--- config.mk ---
export PLATFORM = sky130hd
export DESIGN_NAME = alu_seq
export DESIGN_NICKNAME = d
export VERILOG_FILES = /design/src/rtl/alu_seq.sv
export SDC_FILE = /design/constraint.sdc
export NUM_CORES = 1
export LEC_CHECK = 0
export CORE_UTILIZATION = 55
export CTS_CLUSTER_DIAMETER = 150
export DETAILED_ROUTE_END_ITERATION = 7
export PLACE_DENSITY = 0.86
export SYNTH_ARGS = -nofsm -noshare
export SYNTH_HDL_FRONTEND = slang
export SYNTH_SLANG_ARGS = --single-unit
--- constraint.sdc ---
create_clock -name clk -period 6.9 [get_ports clk]
set_input_delay 1.725 -clock clk [delete_from_list [all_inputs] [get_ports clk]]
set_output_delay 1.725 -clock clk [all_outputs]
set_load 0.005 [all_outputs]
--- src/rtl/alu_seq.sv ---
// Clocked ALU: single-cycle ops retire one cycle after accept, signed MUL/DIV
// iterate one bit per cycle through a shared shift/add-subtract engine.
module alu_seq #(
    parameter  int WIDTH = 32,
    localparam int SHW   = $clog2(WIDTH)
) (
    input  logic             clk,
    input  logic             rst,
    input  logic             start,
    input  logic [3:0]       AluOP,
    input  logic [WIDTH-1:0] X,
    input  logic [WIDTH-1:0] Y,
    output logic             busy,
    output logic             done,
    output logic [WIDTH-1:0] Result,
    output logic [WIDTH-1:0] Result_2,
    output logic             Equal,
    output logic             Less,
    output logic             NotLess,
    output logic             DivZero,
    output logic [1:0]       fsm_state
);

    // Handshake: a request is taken on a rising edge where start=1, busy=0 and
    // the FSM is IDLE; AluOP/X/Y are sampled on that edge only. done pulses for
    // one cycle when results are valid; starts while busy or in DONE are dropped.

    localparam logic [3:0] OP_SLL  = 4'd0;
    localparam logic [3:0] OP_SRA  = 4'd1;
    localparam logic [3:0] OP_SRL  = 4'd2;
    localparam logic [3:0] OP_MUL  = 4'd3;
    localparam logic [3:0] OP_DIV  = 4'd4;
    localparam logic [3:0] OP_ADD  = 4'd5;
    localparam logic [3:0] OP_SUB  = 4'd6;
    localparam logic [3:0] OP_AND  = 4'd7;
    localparam logic [3:0] OP_OR   = 4'd8;
    localparam logic [3:0] OP_XOR  = 4'd9;
    localparam logic [3:0] OP_NOR  = 4'd10;
    localparam logic [3:0] OP_SLT  = 4'd11;
    localparam logic [3:0] OP_SLTU = 4'd12;

    localparam logic [SHW-1:0] LAST_STEP = SHW'(WIDTH - 1);

    typedef enum logic [1:0] {
        IDLE = 2'd0,
        RUN  = 2'd1,
        FIX  = 2'd2,
        DONE = 2'd3
    } state_t;

    state_t state;
    state_t state_nxt;

    logic [SHW-1:0]   cnt;
    logic [WIDTH-1:0] acc;
    logic [WIDTH-1:0] lo;
    logic [WIDTH-1:0] mcand;
    logic             sx;
    logic             sy;
    logic             is_div;
    logic             y_zero;

    logic             accept;
    logic             iter_op;
    logic [SHW-1:0]   sh;
    logic             slt;
    logic             sltu;
    logic             less_nxt;
    logic [WIDTH-1:0] single_res;
    logic [WIDTH-1:0] x_mag;
    logic [WIDTH-1:0] y_mag;

    assign busy      = (state == RUN) || (state == FIX);
    assign done      = (state == DONE);
    assign fsm_state = state;

    assign accept  = start && !busy && (state == IDLE);
    assign iter_op = (AluOP == OP_MUL) || (AluOP == OP_DIV);
    assign sh      = Y[SHW-1:0];
    assign slt     = $signed(X) < $signed(Y);
    assign sltu    = X < Y;
    assign x_mag   = X[WIDTH-1] ? -X : X;
    assign y_mag   = Y[WIDTH-1] ? -Y : Y;

    always_comb begin
        less_nxt = 1'b0;
        if (AluOP == OP_SLT) begin
            less_nxt = slt;
        end else if (AluOP == OP_SLTU) begin
            less_nxt = sltu;
        end
    end

    always_comb begin
        single_res = '0;
        case (AluOP)
            OP_SLL:  single_res = X << sh;
            OP_SRA:  single_res = $signed(X) >>> sh;
            OP_SRL:  single_res = X >> sh;
            OP_ADD:  single_res = X + Y;
            OP_SUB:  single_res = X - Y;
            OP_AND:  single_res = X & Y;
            OP_OR:   single_res = X | Y;
            OP_XOR:  single_res = X ^ Y;
            OP_NOR:  single_res = ~(X | Y);
            OP_SLT:  single_res = {{(WIDTH-1){1'b0}}, slt};
            OP_SLTU: single_res = {{(WIDTH-1){1'b0}}, sltu};
            default: single_res = '0;
        endcase
    end

    // MUL keeps {acc,lo} as a right-shifting product with the multiplier in lo;
    // DIV keeps the partial remainder in acc and shifts quotient bits into lo.
    logic [WIDTH:0]   add_sum;
    logic [WIDTH:0]   shifted;
    logic [WIDTH:0]   diff;
    logic [WIDTH-1:0] acc_nxt;
    logic [WIDTH-1:0] lo_nxt;

    assign add_sum = {1'b0, acc} + (lo[0] ? {1'b0, mcand} : {(WIDTH+1){1'b0}});
    assign shifted = {acc, lo[WIDTH-1]};
    assign diff    = shifted - {1'b0, mcand};

    always_comb begin
        acc_nxt = acc;
        lo_nxt  = lo;
        if (is_div) begin
            if (!diff[WIDTH]) begin
                acc_nxt = diff[WIDTH-1:0];
                lo_nxt  = {lo[WIDTH-2:0], 1'b1};
            end else begin
                acc_nxt = shifted[WIDTH-1:0];
                lo_nxt  = {lo[WIDTH-2:0], 1'b0};
            end
        end else begin
            {acc_nxt, lo_nxt} = {add_sum, lo[WIDTH-1:1]};
        end
    end

    logic [2*WIDTH-1:0] prod_fix;
    logic [WIDTH-1:0]   quo_fix;
    logic [WIDTH-1:0]   rem_fix;

    assign prod_fix = (sx ^ sy) ? -{acc, lo} : {acc, lo};
    assign quo_fix  = (sx ^ sy) ? -lo : lo;
    assign rem_fix  = sx ? -acc : acc;

    always_ff @(posedge clk) begin
        if (rst) begin
            state <= IDLE;
        end else begin
            state <= state_nxt;
        end
    end

    always_comb begin
        state_nxt = state;
        case (state)
            IDLE:    if (accept) state_nxt = iter_op ? RUN : DONE;
            RUN:     if (cnt == LAST_STEP) state_nxt = FIX;
            FIX:     state_nxt = DONE;
            DONE:    state_nxt = IDLE;
            default: state_nxt = IDLE;
        endcase
    end

    always_ff @(posedge clk) begin
        if (rst) begin
            Result   <= '0;
            Result_2 <= '0;
            Equal    <= 1'b0;
            Less     <= 1'b0;
            NotLess  <= 1'b1;
            DivZero  <= 1'b0;
            cnt      <= '0;
            acc      <= '0;
            lo       <= '0;
            mcand    <= '0;
            sx       <= 1'b0;
            sy       <= 1'b0;
            is_div   <= 1'b0;
            y_zero   <= 1'b0;
        end else begin
            case (state)
                IDLE: begin
                    if (accept) begin
                        Equal   <= (X == Y);
                        Less    <= less_nxt;
                        NotLess <= ~less_nxt;
                        DivZero <= 1'b0;
                        if (iter_op) begin
                            cnt    <= '0;
                            acc    <= '0;
                            sx     <= X[WIDTH-1];
                            sy     <= Y[WIDTH-1];
                            is_div <= (AluOP == OP_DIV);
                            y_zero <= (Y == '0);
                            if (AluOP == OP_DIV) begin
                                lo    <= x_mag;
                                mcand <= y_mag;
                            end else begin
                                lo    <= y_mag;
                                mcand <= x_mag;
                            end
                        end else begin
                            Result   <= single_res;
                            Result_2 <= '0;
                        end
                    end
                end
                RUN: begin
                    acc <= acc_nxt;
                    lo  <= lo_nxt;
                    cnt <= cnt + SHW'(1);
                end
                FIX: begin
                    if (is_div) begin
                        // A zero divisor leaves |X| in the remainder, so the
                        // signed fix-up already yields Result_2 = X.
                        Result   <= y_zero ? '1 : quo_fix;
                        Result_2 <= rem_fix;
                        DivZero  <= y_zero;
                    end else begin
                        {Result_2, Result} <= prod_fix;
                    end
                end
                default: ;
            endcase
        end
    end

endmodule

==> results.env <==
CLKSINKCOUNT=175
NUM-NETS-FINAL=3550
FINAL_LAYOUT_SIZE_SUFFIX_GT1_FRAC=0.07366
CLOCK_LATENCY_NS=0.48
P_PER_AREA_nW_PER_UM2=223.0
YOSYSWARNINGCOUNT=0
TIMING.SETUP.CRITICAL_PATH_CLASS='in -> reg'
NUMBER_OF_TOP_LEVEL_PINS=143
FINAL.SETUP_SKEW_NS=0.03033
CTS_RESIZED=0
SYNTH_ENABLE_FLOP_CELLS=0
CRITPATHARRIVALTIME_NS=6.02
TOTAL_COUNT_OF_HOLD_CHECK_FAILURES_IN_THE_FINAL_REPORT=0
SYNTH-ASYNC-RESET-RATIO=0
FINAL_CLOCK_PERIOD_UTILIZATION_BY_THE_WORST_PATH=0.8255
GRT_OVERALL_USAGE=0.4469
DETAIL_ROUTE.ITER0.VIOLATIONS=3716
CTS_TREE='done'
POWER.TOTAL_mW=5.792
YS_SEQ_AREA_FRAC=0.1484
NUMBER_OF_PORT_BUFFERS=142
MAXCLOCKFREQUENCY_GHz=0.1756
AVGVIACOUNTPERCELL=7.072
DIODES=0
VIOLATIONS='design-rule violations'
DRT-TOTAL-WL_UM=100900
AREA_DELTA_SYNTH_FINAL_PCT=10.05
DIE-AREA_UM2=43740
GRT-OVFL-TOTAL=0
ANTENNA_FOUND_INITIAL=0
POSTSYNTHREGISTERBITS=175
FINALSETUPTNS_NS=0
FINAL-MAX-SLEW-VIOLATION-COUNT=0
SYNTH_LARGEST_TYPE_AREA_FRACTION=0.1484
YOSYS.CELL_TYPES.COUNT=101
COMMONEST_NON_FILL_NON_TAP_CELL_IN_THE_LAYOUT='nor2_1'
NETLIST_TOP_CELLS_AREA='dfxtp_1 (15%), ha_1 (10%), nor2_1 (7.0%)'
FINAL_UTIL=0.6164
CLOCK_TREE.BUFFER_DEPTH=2
SLEW-LIMIT-HEADROOM=0.1900
CORE-AREA_UM2=42130
SYN_AREA_PER_CELL_UM2=7.161
SYNTH.NET_COUNT=3560
WORST_R2R_STARTPOINT='lo[31]$_SDFFE_PP0P_'
OUTCOME='complete, but fails checks'
PLACE.DETAILED.HPWL_UM=76500
TIMING_WORST_SLEW_PIN_VALUE_NS=1.208
CTS_HTREE_LEVELS=4
POST-CTS-SETUP-BUFFER-COUNT=0
DRTPASS1ITERATIONS=8
MAXIMUM_NUMBER_OF_PINS_ON_ONE_NET_BEFORE_GLOBAL_ROUTE_REPAIR=74
TRITONCTS.NUM_BUFFERS=17
VDD_DROP_MAX_V=0.0002517
GRT_SETUP_UNREPAIRED='false'
FINAL_ANTENNA_NET_COUNT=0
POSTLAYOUTSETUPSLACKWORST_NS=1.204
FLOORPLAN.DIE.HEIGHT_UM=209.2
CP.REQUIRED_NS=7.22
NETLIST_AREA_UM2=23600
ROUTEDWLPERCELL_UM=26.29
TOTAL_NUMBER_OF_PLACEMENT_ROWS=75
YOSYS_MOST_USED_DFF='dfxtp_1'
CLK_TRANSITION_REPORTED_PATHS_NS=0.10
CP-END-KIND='flop'
FINALSETUPVIOLCOUNT=0
PLACE_WS_NS=0.9446
LAYOUT_COMMON_CELLS='nor2_1 (433), a21oi_1 (291), nand2_1 (235)'
FINALWORSTPATHREQUIREDPERIOD_NS=5.696
WORST_MIN_DELAY_PATH_ENDPOINT='Result_2[31]$_SDFFE_PP0P_'
WORST-R2R-SETUP-SLACK_NS=2.05
NUM_VIAS=27140
MAX-CAP-VIOLATIONS=0
CTS-ROOT-BUF='clkbuf_16'
HP-START='Result_2[31]$_SDFFE_PP0P_'
FLOORPLAN.DIE.WIDTH_UM=209.2
WIRE_LENGTH_OF_THE_FIRST_GLOBAL_ROUTING_PASS_UM=150000
TIMING.RR.END='acc[3]$_SDFFE_PP0P_'
SYNTH_CELLS=3296
SETUP.WORST_PATH.START_CLASS='primary input'
POST-SYNTH-TOP-AREA-CELL='dfxtp_1'
CTS-HOLD-FIX-BUFFERS=0
WORSTHOLDPATHCELLS=2
FIRST_GLOBAL_VIAS=24760
STATIC_LEAK_nW=10.27
FLOORPLAN.INITIALDENSITY=0.5601
TIMING.HOLD.WORST.CLASS='reg -> reg'
TIMING.CRITICAL_PATH.FANOUT_MAX=7
FF2FF_PATH_DEPTH=14
ROUTE.DETAILED.DRC=1
GLOBALPLACE.CONGESTION=1.087
[worst max-delay path: stages]
cell	delay, ns
clkdlybuf4s50_1	0.68
inv_1	0.20
ha_1	0.27
fa_1	0.41
o21bai_1	0.20
a221oi_1	0.14
nand2_1	0.14
a31oi_1	0.20
o311ai_1	0.59
a31oi_1	0.32
o31ai_1	0.52
a211oi_1	0.17
o221ai_1	0.31
a221oi_1	0.12
[power by group]
part | total (mW) | switching, mW | internal (mW)
combinational | 3.32 | 2.17 | 1.15
clock | 1.12 | 0.502 | 0.621
sequential | 1.35 | 0.209 | 1.14
[cells by family (layout without fill, tap and decap cells)]
family | Yosys count | count (layout) | synth area share
XOR/XNOR | 186 | 186 | 0.06902
AND/OR/NAND/NOR | 1056 | 1056 | 0.2080
buffers and inverters | 404 | 407 | 0.06791
multiplexers | 156 | 156 | 0.08519
adder cells (fa/ha/maj) | 193 | 193 | 0.1036
flip-flops | 175 | 175 | 0.1484
AO/OA/AOI/OAI | 1126 | 1126 | 0.3179
[synthesized netlist by cell type (86+ instances only)]
library cell    n
nand2_1       236
xnor2_1       133
inv_1         155
a21oi_1       292
ha_1          189
clkbuf_1      184
dfxtp_1       175
nor2_1        439
o21ai_0       191
a211oi_1       86
mux2i_1        94
nor3_1         96
[flip-flops by register name, summed over array words and instances, names as in the netlist, 2 cells and up]
| register | flops |
|---|---|
| Result | 32 |
| Result_2 | 32 |
| acc | 32 |
| cnt | 5 |
| fsm_state | 2 |
| lo | 32 |
| mcand | 32 |
[per-layer routing]
metal,track usage,vias to the layer above,wire [um]
li1,-,12120,-
met1,0.5318,12440,35600
met2,0.6856,2076,43000
met3,0.1172,516,13020
met4,0.3469,0,9277
met5,0,-,0
[per-stage QoR]
| stage | area, um^2 | hold slack, ns | cells |
|---|---|---|---|
| after floorplan | 23600 | 0.4319 | 3296 |
| after global placement | 25330 | 0.4325 | 3806 |
| after detailed placement | 25330 | 0.4393 | 3806 |
| after CTS | 25970 | 0.4498 | 3838 |
| after global routing | 25970 | 0.4571 | 3838 |
| final | 25970 | 0.4446 | 3838 |
[area by class of cell]
cell class | instances | area, um^2
timing repair buffer | 214 | 1969
multi-input combinational | 2717 | 18570
clock inverter | 15 | 221.5
tap | 539 | 674.4
inverter | 161 | 604.3
clock buffer | 17 | 425.4
sequential | 175 | 3505
fill | 3800 | 16160
[worst max-delay path by stage]
stage | cells after the start | startpoint | to
detailed placement | 13 | X[1] | Result[19]$_SDFFE_PP0P_
floorplan | 16 | Y[2] | Result[31]$_SDFFE_PP0P_
finish | 14 | X[0] | Result[0]$_SDFFE_PP0P_
CTS | 13 | X[1] | Result[19]$_SDFFE_PP0P_
global route | 13 | X[4] | Result[19]$_SDFFE_PP0P_
global placement | 13 | X[1] | Result[19]$_SDFFE_PP0P_
Note: power is estimated with default switching activity, not from simulation.
